<file path="config.mk">
export PLATFORM = sky130hd
export DESIGN_NAME = upe_sub64_seq
export DESIGN_NICKNAME = d
export VERILOG_FILES = /design/src/rtl/upe_sub64_seq.sv
export SDC_FILE = /design/constraint.sdc
export NUM_CORES = 1
export LEC_CHECK = 0
export BUFFER_PORTS_ARGS = -buffer_cell sky130_fd_sc_hd__buf_2
export CORE_AREA = 5 5 120 179
export DETAILED_ROUTE_END_ITERATION = 10
export DIE_AREA = 0 0 125 184
export PLACE_DENSITY = 0.78
export SKIP_LAST_GASP = 1
export SLEW_MARGIN = 0
export SYNTH_ARGS = -nofsm -noshare
export SYNTH_HDL_FRONTEND = slang
export SYNTH_SLANG_ARGS = --single-unit
export TNS_END_PERCENT = 1
</file>
<file path="constraint.sdc">
create_clock -name clk -period 10.1 [get_ports clk]
set_input_delay 0.505 -clock clk [delete_from_list [all_inputs] [get_ports clk]]
set_output_delay 0.505 -clock clk [all_outputs]
set_load 0.1 [all_outputs]
</file>
<file path="src/rtl/upe_sub64_seq.sv">
// upe_sub64_seq: multi-cycle subtractor that processes one SLICE_W-bit slice per clock, LSB first
module upe_sub64_seq #(
    parameter int SLICE_W = 16,
    parameter int SLICES  = 4
) (
    input  logic                       clk,
    input  logic                       reset,
    input  logic                       in_valid,
    output logic                       in_ready,
    input  logic [SLICE_W*SLICES-1:0]  A,
    input  logic [SLICE_W*SLICES-1:0]  B,
    input  logic                       borrowin,
    output logic                       out_valid,
    input  logic                       out_ready,
    output logic [SLICE_W*SLICES-1:0]  Out,
    output logic                       borrowout,
    output logic                       overflow
);
    localparam int W  = SLICE_W * SLICES;
    localparam int CW = SLICES > 1 ? $clog2(SLICES) : 1;
    typedef enum logic [1:0] {IDLE, RUN, DONE} state_t;
    state_t              state, next;
    logic [CW-1:0]       cnt;
    logic [W-1:0]        a_q, b_q, res;
    logic                brw, bo_q, ov_q;
    logic [SLICE_W:0]    diff;
    logic                last;
    assign last      = cnt == CW'(SLICES - 1);
    assign in_ready  = state == IDLE;
    assign out_valid = state == DONE;
    assign Out       = res;
    assign borrowout = bo_q;
    assign overflow  = ov_q;
    // One slice of the subtraction; the extra top bit is the borrow into the next slice
    always_comb begin
        diff = {1'b0, a_q[cnt*SLICE_W +: SLICE_W]} - {1'b0, b_q[cnt*SLICE_W +: SLICE_W]}
             - {{SLICE_W{1'b0}}, brw};
    end
    // Next-state logic: accept in IDLE, walk the slices in RUN, hand off in DONE
    always_comb begin
        next = state;
        case (state)
            IDLE:    next = in_valid  ? RUN  : IDLE;
            RUN:     next = last      ? DONE : RUN;
            DONE:    next = out_ready ? IDLE : DONE;
            default: next = IDLE;
        endcase
    end
    // State, operand capture and slice-by-slice result accumulation
    always_ff @(posedge clk) begin
        if (reset) begin
            state <= IDLE;
            cnt   <= '0;
            a_q   <= '0;
            b_q   <= '0;
            brw   <= 1'b0;
            res   <= '0;
            bo_q  <= 1'b0;
            ov_q  <= 1'b0;
        end else begin
            state <= next;
            if (state == IDLE && in_valid) begin
                a_q  <= A;
                b_q  <= B;
                brw  <= borrowin;
                cnt  <= '0;
                res  <= '0;
                bo_q <= 1'b0;
                ov_q <= 1'b0;
            end else if (state == RUN) begin
                res[cnt*SLICE_W +: SLICE_W] <= diff[SLICE_W-1:0];
                brw <= diff[SLICE_W];
                cnt <= last ? '0 : cnt + CW'(1);
                if (last) begin
                    bo_q <= diff[SLICE_W];
                    ov_q <= (a_q[W-1] != b_q[W-1]) && (diff[SLICE_W-1] != a_q[W-1]);
                end
            end
        end
    end
endmodule
</file>
==> impl_metrics.csv <==
group,metric,value,unit
pwr,combPwrFrac,23.1,%
die,die_x,125,um
worst_setup_path,r2r_start,"cnt[0]",
detailed_routing,drt_iter0_drc,697,
worst_setup_path,cp_data_required_time,10.43,ns
layout,n_antenna_cell,0,
sta,fin_crit_sh,43.0,%
sta,fin_crit,4.34,ns
synthesis,synth_cells,1000,
sta,slew_viol_final,0,
place,dpl.hpwl,18700,um
worst_setup_path,critical_path_class,"flip-flop to flip-flop",
synthesis,synth-edff-count,0,
die,design.core.area,19600,um2
synthesis,synthSimpleGateAreaFrac,16.7,%
detailed_routing,wl_per_cell,17.1,um
global_routing,grt_pass1_wl,38000,um
place,port_buffers,200,
synthesis,synthMuxAreaShare,8.39,%
layout,utilization,53.0,%
detailed_routing,wirelength,24500,um
clocking,clk_latency,0.45,ns
min_path,hold_class,"primary input to flip-flop",
pwr,clockPowerShare,33.3,%
layout,layout.nets,1332,
pwr,pwr-share-seq,43.6,%
clocking,h-tree-depth,4,
synthesis,synth_xor_area_share,1.61,%
die,start_util,44.3,%
synthesis,synth_top_family_by_area,"compound AO/OA/AOI/OAI gates",
worst_setup_path,crit_path_end_kind,"flip-flop",
synthesis,yosysUniqueCellTypes,47,
pwr,net-switching-power,628,uW
job,maxCapViolCount,0,
min_path,worstHoldPathCells,3,
clocking,cts_tree,"built",
sta,setup_viol,0,
die,fp.dieArea,23000,um2
sta,max_slew_margin,18.1,%
synthesis,synth_compound_area_share,17.1,%
die,io_pins,201,
clocking,cts_resized,0,
clocking,root_buffer,"clkbuf_16",
synthesis,netlist_area,8700,um2
global_routing,grt_pass1_vias,7193,
detailed_routing,vias,7584,
worst_setup_path,worstPathMaxFanout,27,
sta,skew,0.0116,ns
die,std_cell_rows,63,
detailed_routing,drc_errors,0,
worst_setup_path,cp-startpoint,"cnt[0]",
clocking,path_clk_slew,0.07,ns
synthesis,ys_ff_latch,199,
sta,setup_tns,0,ns
synthesis,async_flop_share,0,%
layout,area_growth,19.5,%
global_routing,antenna_found_initial,1,
synthesis,ys_seq_area_share,45.8,%
layout,drive_gt1_share,23.6,%
clocking,cts_sinks,199,
place,place_ws,5.78,ns
global_routing,track_usage,20.7,%
pwr,intPower,1.31,mW
detailed_routing,postRouteAntennaNets,0,
pwr,p_sw_share,32.4,%
synthesis,yosys_warnings,0,
layout,fin_cells,1435,
synthesis,synthAdderAreaFrac,5.35,%
synthesis,synth_ff_type,"dfxtp_1",
run_status,status,"finished clean",
sta,worstMarginPinSlew,1.22,ns
place,gp_congestion,0.835,
global_routing,grt-ovfl-total,0,
clocking,clockBufferDepth,2,
pwr,finalPower,1.94,mW
clocking,holdBufCountCts,0,
sta,hold_violations,0,
pwr,power_leakage,4.39,nW
sta,rsz0062_at_grt,"false",
min_path,min_from,"B[41]",
worst_setup_path,cp.arrival,4.67,ns
sta,fmax,230,MHz
worst_setup_path,r2r_cells,10,
sta,setup_ws,5.76,ns
place,place_inst,1404,
pwr,p_per_area,187,nW/um2
die,dieHeight,184,um
worst_setup_path,start_kind,"flip-flop",
pwr,ir_worst_vdd,0.000118,V
clocking,numCtsBuffers,17,
detailed_routing,first_pass_iters,7,
synthesis,synth_nets,1169,
global_routing,grt_max_degree,91,
detailed_routing,viasPerCell,5.29,
clocking,cts_setup_buffers,0,
synthesis,synth.avg_cell_area,8.70,um2
## final timing paths
path | endpoint | slack, ns
setup / recovery | Out[62] | 5.76
hold reg to reg | b_q[28] | 0.46
hold / removal | b_q[41] | 0.29
setup reg to reg | Out[62] | 5.76
## state kept, by name, indices dropped and copies added, names as in the netlist
signal / flops
state: 2
b_q: 64
Out: 64
borrowout: 1
overflow: 1
a_q: 64
brw: 1
cnt: 2
## cells in the final DEF (no fill, tap or decap), types with 2 or more instances in the layout
cell,n
xor2_1,5
nor3b_1,2
nor3_1,2
inv_8,2
o31ai_1,3
nor2b_1,3
clkbuf_16,17
or4_1,2
a311oi_1,2
o21bai_1,3
ha_1,34
mux4_2,32
inv_1,50
xnor2_1,11
buf_4,7
nor4_1,3
and2_1,5
clkinv_2,3
o21ai_0,11
a22o_1,36
dfxtp_2,2
clkbuf_8,3
nand3_1,3
nand2_1,280
a21oi_1,153
buf_2,199
fa_1,2
nand4_1,3
a22oi_1,26
nand2b_1,5
and3_1,3
o211ai_1,2
clkinvlp_4,3
dfxtp_1,197
a211oi_1,2
nor2_1,39
## metrics by stage
step	hold WS [ns]	area (um2)
global placement	0.434	9840
CTS	0.284	10400
detailed placement	0.446	9840
floorplan	0.433	8700
finish	0.295	10400
global route	0.294	10400
## critical path, cell delays in order, from the launching register on
cell and delay, ns:
dfxtp_2 0.51, buf_4 0.51, mux4_2 0.58, fa_1 0.43, fa_1 0.44, nand2b_1 0.19, a2111oi_2 0.60, nor3_1 0.15
nor3b_1 0.37, o21bai_1 0.20, a22o_1 0.24
## cell families after synthesis
family / count (synthesis)
buffers and inverters: 112
AO/OA/AOI/OAI: 246
XOR/XNOR: 16
flip-flops: 199
AND/OR/NAND/NOR: 358
multiplexers: 33
adder cells (fa/ha/maj): 36
## power groups by stage
stage	sequential, mW	combinational, mW	clock, mW
finish	0.846	0.449	0.646
global route	0.850	0.492	0.683
CTS	0.846	0.448	0.650
detailed placement	0.864	0.446	0
global placement	0.862	0.441	0
floorplan	0.904	0.281	0
## synth_stat cells (5+ instances only)
| cell | instances | area share (%) |
|---|---|---|
| inv_1 | 50 | 2.2 |
| xnor2_1 | 11 | 1.1 |
| a21oi_1 | 153 | 8.8 |
| buf_1 | 8 | 0.34 |
| ha_1 | 34 | 4.9 |
| buf_2 | 5 | 0.29 |
| nor2_1 | 39 | 1.7 |
| xor2_1 | 5 | 0.50 |
| a22o_1 | 36 | 3.6 |
| nand2b_1 | 5 | 0.36 |
| and2_1 | 6 | 0.43 |
| a22oi_1 | 26 | 2.2 |
| clkbuf_1 | 48 | 2.1 |
| o21ai_0 | 11 | 0.63 |
| nand2_1 | 281 | 12 |
| mux4_2 | 32 | 8.3 |
| dfxtp_1 | 199 | 46 |
## layout make-up
cell class	count	area [um2]
clock buffer	20	467
sequential	199	3990
clock inverter	11	93.8
multi-input combinational	689	4300
tap	260	325
timing repair buffer	206	1050
fill	1773	9220
inverter	50	188
## per-layer routing
metal  vias up  GRT usage [%]  wire length, um
met5         -              0                0
met4         0           10.2             1080
met3        57           4.24             1330
met2       255           36.7            12600
met1      3527           23.8             9460
li1       3745              -                -
Power figures use the tool's default switching activity.
